--- src/rtl/video_pkg.sv ---
// Shared definitions for the packed-RGB video stream blocks.
package video_pkg;

    // Default frame geometry.
    localparam int X_SIZE_DEFAULT = 640;
    localparam int Y_SIZE_DEFAULT = 480;

    // Unpacker states, kept as plain constants so older tools can read them.
    localparam logic [2:0] ST_SYNC  = 3'd0;
    localparam logic [2:0] ST_PH0   = 3'd1;
    localparam logic [2:0] ST_PH1   = 3'd2;
    localparam logic [2:0] ST_PH2   = 3'd3;
    localparam logic [2:0] ST_EXTRA = 3'd4;

    // One pixel; b is the least significant byte on the wire.
    typedef struct packed {
        logic [7:0] r;
        logic [7:0] g;
        logic [7:0] b;
    } pixel_t;

endpackage

--- src/rtl/pixel_unpacker.sv ---
// Receives 32-bit packed RGB words (4 pixels per 3 words), rebuilds 24-bit
// pixels with x/y coordinates, checks line/frame geometry and resyncs on
// malformed lines.
module pixel_unpacker
    import video_pkg::*;
#(
    parameter int X_SIZE = X_SIZE_DEFAULT,
    parameter int Y_SIZE = Y_SIZE_DEFAULT
) (
    input  logic        clk,
    input  logic        reset,
    input  logic [31:0] in_stream_tdata,
    input  logic [3:0]  in_stream_tkeep,
    input  logic        in_stream_tlast,
    input  logic        in_stream_tuser,
    input  logic        in_stream_tvalid,
    output logic        in_stream_tready,
    output logic [7:0]  pix_r,
    output logic [7:0]  pix_g,
    output logic [7:0]  pix_b,
    output logic [9:0]  pix_x,
    output logic [8:0]  pix_y,
    output logic        pix_sof,
    output logic        pix_eol,
    output logic        pix_valid,
    input  logic        pix_ready,
    output logic        frame_done,
    output logic        err_sof,
    output logic        err_eol_early,
    output logic        err_eol_late,
    output logic [7:0]  err_count,
    input  logic        err_clear
);

    localparam int LW = X_SIZE * 3 / 4;
    localparam int WC_W = (LW > 1) ? $clog2(LW) : 1;
    localparam logic [WC_W-1:0] WC_LAST = WC_W'(LW - 1);
    localparam logic [9:0] X_LAST = 10'(X_SIZE - 1);
    localparam logic [8:0] Y_LAST = 9'(Y_SIZE - 1);

    // Byte enables carry no information: the producer always sends full words.
    logic unused_tkeep;
    assign unused_tkeep = ^in_stream_tkeep;

    logic [2:0]      state_q, state_d;
    logic [23:0]     hold_q, hold_d;
    logic [WC_W-1:0] wc_q, wc_d;
    logic [9:0]      nx_q, nx_d;
    logic [8:0]      ny_q, ny_d;
    pixel_t          pix_q, pix_d;
    logic [9:0]      pix_x_q, pix_x_d;
    logic [8:0]      pix_y_q, pix_y_d;
    logic            sof_q, sof_d;
    logic            eol_q, eol_d;
    logic            valid_q, valid_d;
    logic            live_q;
    logic            err_sof_q, err_sof_d;
    logic            err_early_q, err_early_d;
    logic            err_late_q, err_late_d;
    logic [7:0]      err_count_q, err_count_d;

    logic            out_free;
    logic            tready;
    logic            word_acc;
    logic            at_origin;
    logic            at_line_end;
    logic            emit;
    logic            take_w0;
    logic [9:0]      emit_x;
    logic [8:0]      emit_y;
    pixel_t          new_pix;
    logic            ev_sof, ev_early, ev_late;

    // Handshake qualifiers; live_q keeps tready low while in reset.
    always_comb begin
        out_free    = !valid_q || pix_ready;
        tready      = live_q && (state_q != ST_EXTRA) && out_free;
        word_acc    = in_stream_tvalid && tready;
        at_origin   = (nx_q == 10'd0) && (ny_q == 9'd0) && (wc_q == '0);
        at_line_end = (wc_q == WC_LAST);
    end

    // Word decode, phase sequencing, geometry checks and coordinate tracking.
    always_comb begin
        state_d  = state_q;
        hold_d   = hold_q;
        wc_d     = wc_q;
        nx_d     = nx_q;
        ny_d     = ny_q;
        pix_d    = pix_q;
        pix_x_d  = pix_x_q;
        pix_y_d  = pix_y_q;
        sof_d    = sof_q;
        eol_d    = eol_q;
        valid_d  = valid_q && !pix_ready;
        emit     = 1'b0;
        take_w0  = 1'b0;
        emit_x   = nx_q;
        emit_y   = ny_q;
        new_pix  = pix_q;
        ev_sof   = 1'b0;
        ev_early = 1'b0;
        ev_late  = 1'b0;

        if (word_acc) begin
            if (state_q == ST_SYNC) begin
                take_w0 = in_stream_tuser;
            end else if (in_stream_tuser && !at_origin) begin
                ev_sof  = 1'b1;
                take_w0 = 1'b1;
            end else if (in_stream_tlast && !at_line_end) begin
                ev_early = 1'b1;
                state_d  = ST_SYNC;
                wc_d     = '0;
                nx_d     = 10'd0;
                ny_d     = 9'd0;
            end else if (!in_stream_tlast && at_line_end) begin
                ev_late = 1'b1;
                state_d = ST_SYNC;
                wc_d    = '0;
                nx_d    = 10'd0;
                ny_d    = 9'd0;
            end else begin
                emit = 1'b1;
                wc_d = at_line_end ? '0 : wc_q + WC_W'(1);
                case (state_q)
                    ST_PH0: begin
                        new_pix = in_stream_tdata[23:0];
                        hold_d  = {16'h0000, in_stream_tdata[31:24]};
                        state_d = ST_PH1;
                    end
                    ST_PH1: begin
                        new_pix = {in_stream_tdata[15:8], in_stream_tdata[7:0], hold_q[7:0]};
                        hold_d  = {8'h00, in_stream_tdata[31:16]};
                        state_d = ST_PH2;
                    end
                    ST_PH2: begin
                        new_pix = {in_stream_tdata[7:0], hold_q[15:8], hold_q[7:0]};
                        hold_d  = in_stream_tdata[31:8];
                        state_d = ST_EXTRA;
                    end
                    default: emit = 1'b0;
                endcase
            end
        end else if ((state_q == ST_EXTRA) && out_free) begin
            emit    = 1'b1;
            new_pix = hold_q;
            state_d = ST_PH0;
        end

        // A start-of-frame word always restarts the frame as W0 of pixel (0,0).
        if (take_w0) begin
            emit    = 1'b1;
            emit_x  = 10'd0;
            emit_y  = 9'd0;
            new_pix = in_stream_tdata[23:0];
            hold_d  = {16'h0000, in_stream_tdata[31:24]};
            state_d = ST_PH1;
            wc_d    = WC_W'(1);
        end

        if (emit) begin
            pix_d   = new_pix;
            pix_x_d = emit_x;
            pix_y_d = emit_y;
            sof_d   = (emit_x == 10'd0) && (emit_y == 9'd0);
            eol_d   = (emit_x == X_LAST);
            valid_d = 1'b1;
            if (emit_x == X_LAST) begin
                nx_d = 10'd0;
                ny_d = (emit_y == Y_LAST) ? 9'd0 : emit_y + 9'd1;
            end else begin
                nx_d = emit_x + 10'd1;
                ny_d = emit_y;
            end
        end
    end

    // Sticky error flags and saturating count; a clear beats a same-cycle error.
    always_comb begin
        err_sof_d   = err_sof_q;
        err_early_d = err_early_q;
        err_late_d  = err_late_q;
        err_count_d = err_count_q;
        if (err_clear) begin
            err_sof_d   = 1'b0;
            err_early_d = 1'b0;
            err_late_d  = 1'b0;
            err_count_d = 8'd0;
        end else begin
            if (ev_sof) err_sof_d = 1'b1;
            if (ev_early) err_early_d = 1'b1;
            if (ev_late) err_late_d = 1'b1;
            if ((ev_sof || ev_early || ev_late) && (err_count_q != 8'hFF)) begin
                err_count_d = err_count_q + 8'd1;
            end
        end
    end

    // Datapath and state registers.
    always_ff @(posedge clk or posedge reset) begin
        if (reset) begin
            state_q <= ST_SYNC;
            hold_q  <= 24'd0;
            wc_q    <= '0;
            nx_q    <= 10'd0;
            ny_q    <= 9'd0;
            pix_q   <= '0;
            pix_x_q <= 10'd0;
            pix_y_q <= 9'd0;
            sof_q   <= 1'b0;
            eol_q   <= 1'b0;
            valid_q <= 1'b0;
        end else begin
            state_q <= state_d;
            hold_q  <= hold_d;
            wc_q    <= wc_d;
            nx_q    <= nx_d;
            ny_q    <= ny_d;
            pix_q   <= pix_d;
            pix_x_q <= pix_x_d;
            pix_y_q <= pix_y_d;
            sof_q   <= sof_d;
            eol_q   <= eol_d;
            valid_q <= valid_d;
        end
    end

    // Error registers.
    always_ff @(posedge clk or posedge reset) begin
        if (reset) begin
            err_sof_q   <= 1'b0;
            err_early_q <= 1'b0;
            err_late_q  <= 1'b0;
            err_count_q <= 8'd0;
        end else begin
            err_sof_q   <= err_sof_d;
            err_early_q <= err_early_d;
            err_late_q  <= err_late_d;
            err_count_q <= err_count_d;
        end
    end

    // Goes high on the first clock after reset so tready starts out low.
    always_ff @(posedge clk or posedge reset) begin
        if (reset) begin
            live_q <= 1'b0;
        end else begin
            live_q <= 1'b1;
        end
    end

    assign in_stream_tready = tready;
    assign pix_r            = pix_q.r;
    assign pix_g            = pix_q.g;
    assign pix_b            = pix_q.b;
    assign pix_x            = pix_x_q;
    assign pix_y            = pix_y_q;
    assign pix_sof          = sof_q;
    assign pix_eol          = eol_q;
    assign pix_valid        = valid_q;
    assign frame_done       = valid_q && pix_ready && eol_q && (pix_y_q == Y_LAST);
    assign err_sof          = err_sof_q;
    assign err_eol_early    = err_early_q;
    assign err_eol_late     = err_late_q;
    assign err_count        = err_count_q;

endmodule

--- config.mk ---
export PLATFORM = sky130hd
export DESIGN_NAME = pixel_unpacker
export DESIGN_NICKNAME = d
export VERILOG_FILES = /design/src/rtl/video_pkg.sv /design/src/rtl/pixel_unpacker.sv
export SDC_FILE = /design/constraint.sdc
export NUM_CORES = 1
export LEC_CHECK = 0
export BUFFER_PORTS_ARGS = -buffer_cell sky130_fd_sc_hd__buf_2
export CORE_MARGIN = 1
export CORE_UTILIZATION = 25
export CTS_CLUSTER_SIZE = 8
export DETAILED_ROUTE_END_ITERATION = 10
export HOLD_SLACK_MARGIN = 0.15
export SLEW_MARGIN = 20
export SYNTH_ARGS = -nofsm -noshare
export SYNTH_HDL_FRONTEND = slang
export SYNTH_SLANG_ARGS = --single-unit
--- constraint.sdc ---
create_clock -name clk -period 6.1 [get_ports clk]
set_input_delay 0.915 -clock clk [delete_from_list [all_inputs] [get_ports clk]]
set_output_delay 0.915 -clock clk [all_outputs]
set_load 0.005 [all_outputs]
==> results of run 1 <==
==> through the flow <==
step | cells | power (W) | setup slack, ns | hold slack (ns)
2_1_floorplan | 645 | 0.00168 | 2.20 | 0.480
3_3_place_gp | 1036 | 0.00196 | 1.37 | 0.474
3_5_place_dp | 1036 | 0.00198 | 1.31 | 0.480
4_1_cts | 1068 | 0.00303 | 1.30 | 0.495
5_1_grt | 1069 | 0.00317 | 0.979 | 0.521
6_report | 1069 | 0.00300 | 1.24 | 0.491
==> synth_stat cells, types with 3 or more instances <==
cell type / instances / area share (%)
a2111oi_0: 6 / 0.84
a211oi_1: 4 / 0.48
a21o_1: 3 / 0.36
a21oi_1: 49 / 3.9
a222oi_1: 8 / 1.3
a31oi_1: 18 / 1.8
a32o_1: 9 / 1.4
and2_1: 6 / 0.60
and3_1: 9 / 0.91
buf_2: 11 / 0.89
buf_6: 4 / 0.72
clkbuf_1: 19 / 1.1
dfrtp_1: 113 / 45
ha_1: 8 / 1.6
inv_1: 23 / 1.4
mux2_2: 23 / 4.2
mux2_4: 11 / 2.7
mux2i_1: 28 / 4.5
nand2_1: 86 / 5.2
nand3_1: 30 / 2.4
nand4_1: 9 / 0.91
nor2_1: 49 / 3.0
nor3_1: 7 / 0.56
nor4_1: 7 / 0.70
o211ai_1: 10 / 1.2
o21a_1: 5 / 0.60
o21ai_0: 28 / 2.3
o21ai_1: 3 / 0.24
or2_2: 3 / 0.30
xnor2_1: 7 / 0.99
xor2_1: 6 / 0.84
==> tightest hold or removal path, delay by kind of cell (launching register included) <==
kind / cells / cell delay, ns
and+or+nand+nor: 1 / 0.07
DFF: 1 / 0.34
AOI/OAI and AO/OA: 1 / 0.04
==> registers in the layout (all words and copies together) (netlist names), 3 cells and up <==
register / flops
err_count: 8
hold_q: 24
nx_q: 10
ny_q: 9
pix_b: 8
pix_g: 8
pix_r: 8
pix_x: 10
pix_y: 9
state_q: 3
wc_q: 9
==> metal layers <==
metal  vias to the layer above  wire length, um  GRT usage (%)
met5                         -               13              0
met4                         2              227           4.33
met3                        15             1140           4.44
met2                       154             8300           21.8
met1                      2580             8180           19.4
li1                       2530                -              -
==> worst paths after layout <==
kind / to / start / slack (ns)
max: ny_q[6]$_DFFE_PP0P_ / state_q[0]$_DFFE_PP0P_ / 1.24
min: err_eol_late$_DFFE_PP0P_ / err_eol_late$_DFFE_PP0P_ / 0.49
max reg2reg: ny_q[6]$_DFFE_PP0P_ / state_q[0]$_DFFE_PP0P_ / 1.24
min reg2reg: err_eol_late$_DFFE_PP0P_ / err_eol_late$_DFFE_PP0P_ / 0.49
max in group asynchronous: wc_q[5]$_DFFE_PP0P_ / reset / 4.25
min in group asynchronous: pix_valid$_DFF_PP0_ / reset / 0.69
==> area by class of cell <==
class / count / area (um^2) / share of cell area (%)
tap: 324 / 405 / 5.33
timing repair buffer: 103 / 531 / 6.98
clock inverter: 12 / 156 / 2.06
antenna: 1 / 2.50 / 0.0329
clock buffer: 20 / 457 / 6.01
inverter: 23 / 88.8 / 1.17
multi-input combinational: 473 / 3140 / 41.2
sequential: 113 / 2830 / 37.2
==> report_power, final <==
group,internal [W],switching (W)
registers,0.000931,0.000147
logic,0.000390,0.000496
clock network,0.000664,0.000369
total,0.00198,0.00101
==> cells by family (layout without fill, tap and decap cells) <==
family	after synthesis	after routing	share of synthesized area (%)
xor gates and xnor gates	13	13	1.83
AOI/OAI and AO/OA	160	160	17.7
DFF	113	113	45.5
and+or+nand+nor	229	229	17.7
buffers and inverters	59	158	4.32
adders and majority gates	8	8	1.61
muxes	62	62	11.3
other	1	2	0.0603
==> impl_results.md, run 1 <==
* Ys flop type: dfrtp_1
* Via count at 5281
* Reported max-cap violation count at 0
* Number of synthesized register bits at 113
* Initial antenna violation count at 2
* Std-Cell Rows at 57
* Most used cell, CP: and2_1
* Post-synth EDFFs at 0
* # resized after CTS at 0
* Hold Path Stages at 2
* Worst Setup End Kind: flip-flop
* Worst slew margin at 29.9%
* Layout cells sized above 1 at 25.3%
* F_max at 206 MHz
* Period Utilization, post-route at approximately four fifths
* Slew Viols, Final at 0
* Synthesis Warnings at 0
* Post-CTS setup buffer count at 0
* CP top delay family: simple AND/OR/NAND/NOR gates
* Syn Area/Cell at just under 10 um^2
* Async SR Flop Fraction at 100%
* Area growth, synth to finish at 22.2%
* DP HPWL at 12400 um
* Placed Instance Area at 6990 um^2
* TritonCTS clock tree: built
* Grt ovf at 0
* PD cells at 394 nW/um^2
* First-pass GRT wire length at about 29000 um
* RSZ-0062 raised after global routing: no
* Routed Antenna Nets at 0
* Via/cell ratio at 4.94
* Die Wd at 160 um
* Cells after synthesis at 645
* Leak at 3.27 nW
* Final setup viols at 0
* PortBufs at 97
* Initial DRC count at between 400 and 500
* CTS sink cnt at 113
* Critical path startpoint category: flip-flop
* Final hold viol count at 0
* Vias in the first global route at 5025
* VDD IR max at around 0.21 mV
* Drc violations at 0
* Class of the worst hold path: flip-flop to flip-flop
* Starting density of the core at 25.5%
* Cell-by-cell trace of the critical path: or3b_2 > and3_1 > and2_0 > nand2_2 > and2_1 > ha_1 > and2_1 > and4_1 > a211oi_1 > o21ai_0 > a31oi_1 > o21a_1
* Critical Setup Path Class: flip-flop to flip-flop
* R2r worst-path depth at 12
* H-tree level count at 4
* Syn Nets at between 600 and 700
* Outcome: completed
* Netlist Area Pre-Place at roughly 6200 um^2
* Cts hold-fix bufs at 0
* Root buffer cell: clkbuf_16
* Clock transition at path regs at 0.06 ns
* Worst path max stage delay at just over 1 ns
* Vert. Die Dim at 160 um
* Final net count at 782
* Crit path depth at 12
* Max clock buf depth at 2
* CP max-delay cell: dfrtp_1
* Worst Path Arrival at 5.22 ns
* Drt first pass iters at 6
* Total negative slack at 0 ns
* Routed WL at around 18000 um
* Crit-path max FO at 23
* Ports at 102
* Crit path required time at 6.46 ns
* Most frequent cells in the layout: dfrtp_1 (113), buf_2 (97), nand2_1 (86), a21oi_1 (49), nor2_1 (49)
* Buffers & Inverters on Critical Path at 0
* Seq/Total Area, Yosys at a little under half
* Pin count of the biggest net entering global routing at 68
* Clock Latency Late Sink at 0.42 ns
* Commonest non-fill, non-tap cell in the layout: dfrtp_1
* Worst Max-Slew Pin Slew at about 1.1 ns
* Finished Cell Area at approximately 7600 um^2
* Fin util at 31.2%
* Crit path time final at 4.86 ns
* Clock Skews at roughly 0.010 ns
* Total global-route track usage at between 10% and 20%
* # fillers at 2605
* Unique masters post-synth at 64
* CTS buffer count at 17
* Core Footprint at 24400 um^2
* Final GP Congestion at 0.809
* Routed len/inst at 16.7 um
* Die ar. at around 26000 um^2
(Power assumes the default switching activity.)
==> run 2: changes to the inputs <==
==> constraint.sdc (replaced) <==
create_clock -name clk -period 4 [get_ports clk]
set_input_delay 0.6 -clock clk [delete_from_list [all_inputs] [get_ports clk]]
set_output_delay 0.6 -clock clk [all_outputs]
set_load 0.005 [all_outputs]
==> run 2 against run 1 <==
Net effect: flip-flop and latch count is the same; non-clock buffer count grew 17; highest routed layer unchanged; combinational power grew 66%.
==> impl_results.md, run 2 (same netlist as run 1, synthesis figures left out) <==
* Max reg flops at 24 (unchanged)
* Final setup viols at 0 (unchanged)
* Post-route setup slack at 0.342 ns (was 1.24 ns)
* Layout cells sized above 1 at 27.2% (was 25.3%)
* Final GP Congestion at 0.842 (was 0.809)
* Vert. Die Dim at 160 um (unchanged)
* Crit path time final at 3.66 ns (was 4.86 ns)
* Most frequent cells in the layout: dfrtp_1 (113), buf_2 (97), nand2_1 (86), a21oi_1 (49), nor2_1 (49) (unchanged)
* Routed len/inst at 16.4 um (was 16.7 um)
* Post-Place Setup Slack at 0.246 ns (was 1.31 ns)
* Most used cell, CP: and2_1 (unchanged)
* F_max at 273 MHz (was 206 MHz)
* Via/cell ratio at 4.94 (about the same)
* VDD IR max at 0.285 mV (was 0.209 mV)
* Die Wd at 160 um (unchanged)
* Worst reg2reg startpoint: state_q[2]$_DFFE_PP0P_ (was state_q[0]$_DFFE_PP0P_)
* Slew Viols, Final at 0 (unchanged)
* Max clock buf depth at 2 (unchanged)
* Reported max-cap violation count at 0 (unchanged)
* Pin count of the biggest net entering global routing at 66 (was 68)
* Buffers & Inverters on Critical Path at 0 (unchanged)
* Vias in the first global route at 5193 (was 5025)
* Worst Max-Slew Pin Slew at 1.09 ns (was 1.05 ns)
* Fin cells at 1086 (was 1069)
* Commonest non-fill, non-tap cell in the layout: dfrtp_1 (unchanged)
* Clock Latency Late Sink at 0.43 ns (was 0.42 ns)
* Period Utilization, post-route at 91.5% (was 79.7%)
* Biggest register: hold_q (unchanged)
* Grt ovf at 0 (unchanged)
* Critical Setup Path Class: flip-flop to flip-flop (unchanged)
* Std-Cell Rows at 57 (unchanged)
* Final net count at 799 (was 782)
* Starting density of the core at 25.5% (unchanged)
* Worst path max stage delay at 0.64 ns (was 1.03 ns)
* Clock Skews at 0.00760 ns (was 0.0100 ns)
* RSZ-0062 raised after global routing: no (unchanged)
* Crit-path max FO at 9 (was 23)
* Critical path startpoint category: flip-flop (unchanged)
* Crit path required time at 4.34 ns (was 6.46 ns)
* Total negative slack at 0 ns (unchanged)
* DP HPWL at 12700 um (was 12400 um)
* Total global-route track usage at 14.6% (was 14.3%)
* Inst Count DP at 1053 (was 1036)
* Die ar. at 25500 um^2 (unchanged)
* Root buffer cell: clkbuf_16 (unchanged)
* Outcome: completed (unchanged)
* Routed WL at 17900 um (about the same)
* CTS buffer count at 17 (unchanged)
* Cts hold-fix bufs at 0 (unchanged)
* Class of the worst hold path: input port to async pin (was flip-flop to flip-flop)
* # fillers at 2551 (was 2605)
* Core Footprint at 24400 um^2 (unchanged)
* Drt first pass iters at 5 (was 6)
* CP top delay family: simple AND/OR/NAND/NOR gates (unchanged)
* Cell-by-cell trace of the critical path: or3b_2 > and3_1 > and2_0 > nand2_2 > and2_1 > ha_1 > and2_1 > and4_1 > a211oi_1 > a21boi_1 > nand3_1 > mux2i_1 (was or3b_2 > and3_1 > and2_0 > nand2_2 > and2_1 > ha_1 > and2_1 > and4_1 > a211oi_1 > o21ai_0 > a31oi_1 > o21a_1)
* Clock transition at path regs at 0.06 ns (about the same)
* Drc violations at 0 (unchanged)
* PortBufs at 97 (unchanged)
* Worst Setup End Kind: flip-flop (unchanged)
* CTS sink cnt at 113 (unchanged)
* Final hold viol count at 0 (unchanged)
* Worst slew margin at 27.1% (was 29.9%)
* Area growth, synth to finish at 24.4% (was 22.2%)
* H-tree level count at 4 (unchanged)
* PD cells at 592 nW/um^2 (was 394 nW/um^2)
* TritonCTS clock tree: built (unchanged)
* CP max-delay cell: a21boi_1 (was dfrtp_1)
* Leak at 3.35 nW (was 3.27 nW)
* Initial DRC count at 518 (was 426)
* Worst Path Arrival at 4.00 ns (was 5.22 ns)
* Ports at 102 (unchanged)
* Crit path launch: state_q[2]$_DFFE_PP0P_ (was state_q[0]$_DFFE_PP0P_)
* Via count at 5370 (was 5281)
* Initial antenna violation count at 3 (was 2)
* Routed Antenna Nets at 0 (unchanged)
* First-pass GRT wire length at 29200 um (was 28600 um)
[run 2: cell types whose count changed in the layout (fill, tap and decap cells not counted), moves of 2 or more]
cell,previous run,this run
clkbuf_8,2,0
buf_4,6,20
inv_6,1,3
buf_12,0,3
[run 2: worst register-to-register path: stages, from the launching register on]
cell      delay [ns]
dfrtp_1         0.49
or3b_2          0.33
and3_1          0.20
and2_0          0.38
nand2_2         0.16
and2_1          0.21
ha_1            0.22
and2_1          0.17
and4_1          0.23
a211oi_1        0.26
a21boi_1        0.64
nand3_1         0.15
mux2i_1         0.15
[run 2: per-layer routing]
metal  global-route usage (%)  wire length [um]
met1                     19.1              7980
met2                     22.5              8240
met3                     5.22              1330
met4                     4.20               268
met5                        0                27
[run 2: what timing repair did]
item	4_1_cts	5_1_grt
endpoints found under the setup margin	0	1
resized for setup	0	1
setup buffers	0	0
[run 2: final timing paths]
check | end | slack (ns) | cells past startpoint
setup / recovery | nx_q[7]$_DFFE_PP0P_ | 0.34 | 12
hold / removal | hold_q[11]$_DFFE_PP0P_ | 0.35 | 2
setup reg to reg | nx_q[7]$_DFFE_PP0P_ | 0.34 | 12
hold reg to reg | err_eol_late$_DFFE_PP0P_ | 0.49 | 2
max in group asynchronous | wc_q[8]$_DFFE_PP0P_ | 2.90 | 3
min in group clk | hold_q[20]$_DFFE_PP0P_ | 0.44 | 3
[run 2: final cells by class]
| cell class | instances | area [um^2] | area share, % |
|---|---|---|---|
| tap | 324 | 405 | 5.24 |
| sequential | 113 | 2830 | 36.5 |
| clock buffer | 17 | 425 | 5.50 |
| antenna | 1 | 2.50 | 0.0323 |
| clock inverter | 15 | 160 | 2.07 |
| inverter | 23 | 88.8 | 1.15 |
| timing repair buffer | 120 | 696 | 8.99 |
| multi-input combinational | 473 | 3130 | 40.5 |
[run 2: where the power goes]
part           switching [W]  internal [W]  leakage [nW]
clock network       0.000591      0.000920         0.272
registers           0.000182       0.00142          1.48
logic               0.000816      0.000652          1.60
[run 2: metrics by stage]
step / hold slack (ns) / utilization (%) / power (W) / cell area [um^2]
floorplan: 0.480 / - / 0.00256 / 6220
global placement: 0.473 / 29.3 / 0.00306 / 7150
detailed placement: 0.478 / 29.3 / 0.00309 / 7150
CTS: 0.401 / 31.7 / 0.00462 / 7730
global route: 0.431 / 31.7 / 0.00487 / 7740
finish: 0.352 / 31.7 / 0.00458 / 7740
